<file path="config.mk">
export PLATFORM = sky130hd
export DESIGN_NAME = mul32_seq
export DESIGN_NICKNAME = d
export VERILOG_FILES = /design/src/rtl/mul32_seq.sv
export SDC_FILE = /design/constraint.sdc
export NUM_CORES = 1
export LEC_CHECK = 0
export CAP_MARGIN = 25
export CORE_ASPECT_RATIO = 1.2
export CORE_MARGIN = 4
export CORE_UTILIZATION = 35
export CTS_CLUSTER_DIAMETER = 200
export CTS_CLUSTER_SIZE = 25
export DETAILED_ROUTE_END_ITERATION = 16
export GPL_ROUTABILITY_DRIVEN = 0
export GPL_TIMING_DRIVEN = 0
export HOLD_SLACK_MARGIN = 0.05
export PLACE_DENSITY_LB_ADDON = 0.3
export SLEW_MARGIN = 20
export SYNTH_ARGS = -nofsm -noshare
export SYNTH_HDL_FRONTEND = slang
export SYNTH_SLANG_ARGS = --single-unit
</file>
<file path="constraint.sdc">
create_clock -name clk -period 8.02 [get_ports clk]
set_clock_uncertainty 0.15 [all_clocks]
set_input_delay 1.604 -clock clk [delete_from_list [all_inputs] [get_ports clk]]
set_output_delay 1.604 -clock clk [all_outputs]
set_load 0.005 [all_outputs]
</file>
<file path="src/rtl/mul32_seq.sv">
// mul32_seq: iterative unsigned 32x32->64 shift-add multiplier.
// The sum is produced by an external 32-bit combinational adder: this block
// drives its A/B/carry-in and folds sum/carry-out back into {hi, lo}, one
// multiplier bit per clock. Start/busy/done handshake, 33 cycles per op.
module mul32_seq #(
  parameter int WIDTH = 32,
  parameter int CNT_W = 6
) (
  input  logic               clk,
  input  logic               reset,
  input  logic               start,
  input  logic [WIDTH-1:0]   mcand,
  input  logic [WIDTH-1:0]   mplier,
  output logic [WIDTH-1:0]   add_a,
  output logic [WIDTH-1:0]   add_b,
  output logic               add_cin,
  input  logic [WIDTH-1:0]   add_s,
  input  logic               add_cout,
  output logic               busy,
  output logic               done,
  output logic [2*WIDTH-1:0] product
);

  typedef enum logic [1:0] {
    ST_IDLE = 2'd0,
    ST_RUN  = 2'd1,
    ST_DONE = 2'd2
  } state_t;

  // Counter value seen on the final RUN edge.
  localparam logic [CNT_W-1:0] LAST_CNT = CNT_W'(WIDTH - 1);

  state_t           r_state;
  logic [WIDTH-1:0] r_mcand;
  logic [WIDTH-1:0] r_hi;
  logic [WIDTH-1:0] r_lo;
  logic [CNT_W-1:0] r_cnt;
  logic             r_busy;
  logic             r_done;
  logic [WIDTH-1:0] w_add_a;

  // Adder A operand: the multiplicand is added only when the current
  // multiplier bit (lo[0]) is set. Always driven from registers, so no X.
  always_comb begin
    w_add_a = {WIDTH{1'b0}};
    if (r_lo[0]) begin
      w_add_a = r_mcand;
    end else begin
      w_add_a = {WIDTH{1'b0}};
    end
  end

  assign add_a   = w_add_a;
  assign add_b   = r_hi;
  assign add_cin = 1'b0;

  assign busy    = r_busy;
  assign done    = r_done;
  assign product = {r_hi, r_lo};

  // Control FSM and datapath: accept, 32 shift-add steps, one-cycle done.
  // busy/done are registered alongside the state so they decode it exactly.
  always_ff @(posedge clk or posedge reset) begin
    if (reset) begin
      r_state <= ST_IDLE;
      r_mcand <= {WIDTH{1'b0}};
      r_hi    <= {WIDTH{1'b0}};
      r_lo    <= {WIDTH{1'b0}};
      r_cnt   <= {CNT_W{1'b0}};
      r_busy  <= 1'b0;
      r_done  <= 1'b0;
    end else begin
      case (r_state)
        ST_IDLE: begin
          if (start) begin
            r_mcand <= mcand;
            r_hi    <= {WIDTH{1'b0}};
            r_lo    <= mplier;
            r_cnt   <= {CNT_W{1'b0}};
            r_state <= ST_RUN;
            r_busy  <= 1'b1;
            r_done  <= 1'b0;
          end else begin
            r_state <= ST_IDLE;
            r_busy  <= 1'b0;
            r_done  <= 1'b0;
          end
        end
        ST_RUN: begin
          // 65-bit {carry, sum, lo} shifted right by one: the carry-out
          // lands in hi[MSB] and the sum LSB becomes a finished product bit.
          r_hi  <= {add_cout, add_s[WIDTH-1:1]};
          r_lo  <= {add_s[0], r_lo[WIDTH-1:1]};
          r_cnt <= r_cnt + {{(CNT_W-1){1'b0}}, 1'b1};
          if (r_cnt == LAST_CNT) begin
            r_state <= ST_DONE;
            r_busy  <= 1'b0;
            r_done  <= 1'b1;
          end else begin
            r_state <= ST_RUN;
            r_busy  <= 1'b1;
            r_done  <= 1'b0;
          end
        end
        ST_DONE: begin
          // A start here restarts immediately for back-to-back throughput.
          if (start) begin
            r_mcand <= mcand;
            r_hi    <= {WIDTH{1'b0}};
            r_lo    <= mplier;
            r_cnt   <= {CNT_W{1'b0}};
            r_state <= ST_RUN;
            r_busy  <= 1'b1;
            r_done  <= 1'b0;
          end else begin
            r_state <= ST_IDLE;
            r_busy  <= 1'b0;
            r_done  <= 1'b0;
          end
        end
        default: begin
          r_state <= ST_IDLE;
          r_busy  <= 1'b0;
          r_done  <= 1'b0;
        end
      endcase
    end
  end

endmodule

</file>
# Word level (Yosys, flattened, before mapping)
# Cells that the tools add are included.
dict set report classes {
  n_div 0
  n_bitwise 0
  n_eq_ne 4
  shift 0
  magnitude_cmp 0
  addsub 1
  n_reduce_logical 5
  mul 0
  mux 15
}
# op count
set ops {}
lappend ops {{one-hot mux 32 bit (2 select lines)} 2}
lappend ops {{2-to-1 mux 32 bit} 3}
lappend ops {{one-hot mux 6 bit (2 select lines)} 1}
lappend ops {{adder 6 x 1 -> 6 bit (second input constant)} 1}
lappend ops {{== test 6 x 5 -> 1 bit (second input constant)} 1}
lappend ops {{2-to-1 mux 6 bit} 1}
lappend ops {{2-to-1 mux 1 bit} 5}
lappend ops {{one-hot mux 2 bit (2 select lines)} 1}
lappend ops {{AND reduction 2 bit} 2}
lappend ops {{== test 2 x 1 -> 1 bit (second input constant)} 1}
lappend ops {{== test 2 bit (second input constant)} 1}
lappend ops {{zero test 2 bit} 1}
lappend ops {{2-to-1 mux 2 bit} 1}
lappend ops {{inequality test 2 x 1 -> 1 bit (second input constant)} 1}
lappend ops {{one-hot mux 1 bit (2 select lines)} 1}
lappend ops {{nonzero test 2 bit} 1}
lappend ops {{OR reduction 2 bit} 1}
dict set report word_totals {
  wordCells 32
  in_bits 100
  latchBits 0
  mem_count 0
  ramBits 0
  rom_bits 0
  regBits 106
}

# Longest topological paths before layout
dict set report depth {
  ltp_word 4
  ltp_mapped 7
}

# Worst setup path after synthesis
# Ideal clock, no wire load.
dict set report synth_timing {
  kind {input-to-reg}
  startpoint {in start}
  endpoint {reg r_lo[14]}
  setup_time_ns 0.122
  t_arrival_ns 2.317
  path_slack_ns 5.431
  n_path_buf 3
  stages 6
  path_cell_list {nor2b_1 buf_4 nor2_4 buf_6 buf_4 o21ai_1}
}
dict set report synth_between {
  elab_chain_cells 2
}
# element line_no
set synth_lines {}
lappend synth_lines {{start, declared} 11} ;# input logic start,
lappend synth_lines {{inequality test 2 x 1 -> 1 bit (no line)} n/a}
lappend synth_lines {{AND reduction 2 bit (no line)} n/a}
lappend synth_lines {{end signal, assigned} 68} ;# r_lo <= {WIDTH{1'b0}};
lappend synth_lines {{end signal, assigned} 78} ;# r_lo <= mplier;
lappend synth_lines {{end signal, assigned} 93} ;# r_lo <= {add_s[0], r_lo[WIDTH-1:1]};
lappend synth_lines {{end, declared} 36} ;# logic [WIDTH-1:0] r_lo;
# Every way passes these cells.
# A chain may end at the register's enable or synchronous reset.

# Worst setup path after layout
dict set report layout_timing {
  startpoint {reg r_lo[0]}
  endpoint {out add_a[24]}
}
dict set report layout_between {
  elab_chain_cells 1
}
# element line_no
set layout_lines {}
lappend layout_lines {{2-to-1 mux 32 bit} 46} ;# if (r_lo[0]) begin
lappend layout_lines {{end, declared} 14} ;# output logic [WIDTH-1:0] add_a,
# Every way passes these cells.

==> reports/qor.yml <==
run_status: "completed"
initial_core_util_pct: 35.91
design.final.nets: 799
max_stage_delay_ns: 0.53
route.antenna.remaining_nets: 0
detail_route.vias_per_cell: 4.815
clock_pin_slew_on_the_worst_setup_and_hold_paths_ns: 0.07
worstHoldPathType: "reg2reg"
worstRegToRegCells: 6
critical_path.cell_chain: "clkbuf_1, and2_1, clkdlybuf4s50_1"
layout.cells.most_common: "sky130_fd_sc_hd__clkdlybuf4s50_1"
post_dp_cell_area_mm2: 0.007288
synthesis.area_mm2: 0.004753
cpMaxStageDelayCell: "sky130_fd_sc_hd__clkdlybuf4s50_1"
clock_tree.htree_level_count: 3
report.final.hold_viol_count: 0
floorplan.die.width_um: 114.4
drt-total-wl_um: 14050
synthArstFlopShare_pct: 100.0
cts_post_setup_buffers_inserted: 0
detail_route.iter0.violations: 161
global_route.overflow_total: 0
setup_viol: 0
n_fill_cell: 1161
ios: 231
grt_setup_unrepaired: "no"
wire_per_inst_um: 16.17
cap_viol_max_count: 0
power.total_uw: 1176
place_hpwl_um: 10770
postSynth.topFlopCell: "sky130_fd_sc_hd__dfrtp_1"
drv_slew: 0
leakage_power_summed_over_all_cells_uw: 0.003502
yosys_register_bits: 105
tritoncts.num_buffers: 9
cts.sinks: 105
synthesis.area_per_instance_um2: 10.40
dp_slack_ns: 4.689
syn_to_final_growth_pct: 59.33
layout_common_cells: "sky130_fd_sc_hd__clkdlybuf4s50_1 (229), sky130_fd_sc_hd__dfrtp_1 (105), sky130_fd_sc_hd__nand2_1 (98)"
critPathKind: "reg2out"
grt_first_pass_wirelength_um: 22000
placementRows: 46
die_y_um: 135.7
cp_data_required_time_ns: 6.27
grt_antenna_before_repair: 0
worst_hold_slack_ns: 0.3183
power_density_mw_per_mm2: 155.2
fin_tns_setup_ns: 0
cp-start-kind: "flip-flop"
drive_above_1_share_pct: 10.41
layout.cell_area.non_filler_mm2: 0.007574
worstHoldPathCells: 2
seq_area_frac_synth_pct: 55.28
synth_fp_nets: 558
yosysWarnings: 0
max_freq_ghz: 0.2716
worstPathArrival_ns: 1.93
tritoncts: "built"
die-area_mm2: 0.01552
core_area_mm2: 0.01324
route.vias.total: 4184
final_critical_path_setup_slack_ns: 4.338
detail_route.drc_violations: 0
postSynthCellCount: 457
min_period_ns: 3.682
cts_hold_repair.buffers: 0
synth_edf_count: 0
cts-root-buf: "sky130_fd_sc_hd__clkbuf_16"
critical_path_fanouts_max: 10
setup.worst_path.end_class: "output port"
grt_util_all_layers_pct: 17.68
vdd_ir_drop_max_uv: 80.24
yosysUniqueCellTypes: 25
first_global_vias: 4279
clock_latency_reported_for_the_late_side_of_the_worst_skew_pair_ns: 0.33
portBuffers: 229
grt_start_max_net_pins: 71
post_cts_resize_count: 0
n_antenna_cell: 0
ctsLongestPathBuffers: 2
firstDrtPassIters: 4
timing.final.crit_share_pct: 45.91
==> routing by layer <==
metal | vias up | part of all wire (%) | track usage, %
met3 | 9 | 5.6 | 3.664
met1 | 2040 | 41 | 21.69
li1 | 1992 | - | -
met5 | - | 0 | 0
met4 | 0 | 1.3 | 6.007
met2 | 143 | 52 | 30.74
==> power breakdown <==
group | total (uW) | internal, uW | switching [uW] | leakage, uW
combinational | 173 | 122 | 51.5 | 0.00210
sequential | 573 | 554 | 18.9 | 0.00126
clock | 429 | 247 | 183 | 0.000137
==> path summary, 6_finish.rpt <==
| check | startpoint | endpoint | slack [ns] |
|---|---|---|---|
| setup / recovery | r_lo[0]$_DFFE_PP0P_ | add_a[24] | 4.34 |
| hold / removal | r_mcand[0]$_DFFE_PP0N_ | r_mcand[0]$_DFFE_PP0N_ | 0.32 |
| setup reg to reg | r_state[0]$_DFF_PP0_ | r_lo[0]$_DFFE_PP0P_ | 6.34 |
| hold reg to reg | r_mcand[0]$_DFFE_PP0N_ | r_mcand[0]$_DFFE_PP0N_ | 0.32 |
| max in group asynchronous | reset | r_cnt[2]$_DFFE_PP0P_ | 5.59 |
| min in group asynchronous | reset | add_b[27]$_DFFE_PP0P_ | 1.47 |
==> worst max-delay path: cells and delay by family (launching register included) <==
family	cells	cell delay, ns
buffers and inverters	2	0.95
DFF	1	0.44
and+or+nand+nor	1	0.20
==> registers in the layout (all words and copies together), names as in the netlist <==
name,cells
add_b,32
done,1
r_cnt,6
r_lo,32
r_mcand,32
r_state,2
==> cell families (layout without fill, tap and decap cells) <==
group | count (synthesis) | count (layout) | synth area share [%]
adders and majority gates | 1 | 1 | 0.2632
buffers and inverters | 69 | 313 | 9.476
AOI/OAI and AO/OA | 73 | 73 | 10.71
and+or+nand+nor | 174 | 174 | 17.06
DFF | 105 | 105 | 55.28
xor gates and xnor gates | 1 | 1 | 0.1843
other | 1 | 1 | 0.07889
muxes | 33 | 33 | 6.949
==> synth_stat cells (5+ instances only) <==
master / number / area share, %
sky130_fd_sc_hd__and2_1: 32 / 4.2
sky130_fd_sc_hd__buf_4: 36 / 5.7
sky130_fd_sc_hd__o21ai_1: 34 / 3.6
sky130_fd_sc_hd__buf_2: 15 / 1.6
sky130_fd_sc_hd__mux2i_1: 33 / 6.9
sky130_fd_sc_hd__nand2_1: 98 / 7.7
sky130_fd_sc_hd__nand3_1: 35 / 3.7
sky130_fd_sc_hd__clkbuf_1: 12 / 0.95
sky130_fd_sc_hd__a22o_1: 35 / 6.4
sky130_fd_sc_hd__buf_6: 5 / 1.2
sky130_fd_sc_hd__dfrtp_1: 105 / 55
==> per-stage QoR <==
step / std cells / utilization (%)
3_5_place_dp: 855 / 55.06
5_1_grt: 869 / 57.21
6_report: 869 / 57.21
3_3_place_gp: 854 / 54.81
2_1_floorplan: 457 / -
4_1_cts: 869 / 57.21
==> area by class of cell <==
class | count | area (um^2) | area share, %
Tap cell | 168 | 210.2 | 2.775
Timing Repair Buffer | 230 | 2320 | 30.63
Buffer | 68 | 446.7 | 5.898
Multi-Input combinational cell | 283 | 1675 | 22.12
Inverter | 1 | 8.758 | 0.1156
Sequential cell | 105 | 2628 | 34.69
Clock buffer | 11 | 242.7 | 3.205
Clock inverter | 3 | 42.54 | 0.5617
(Power assumes the default switching activity.)
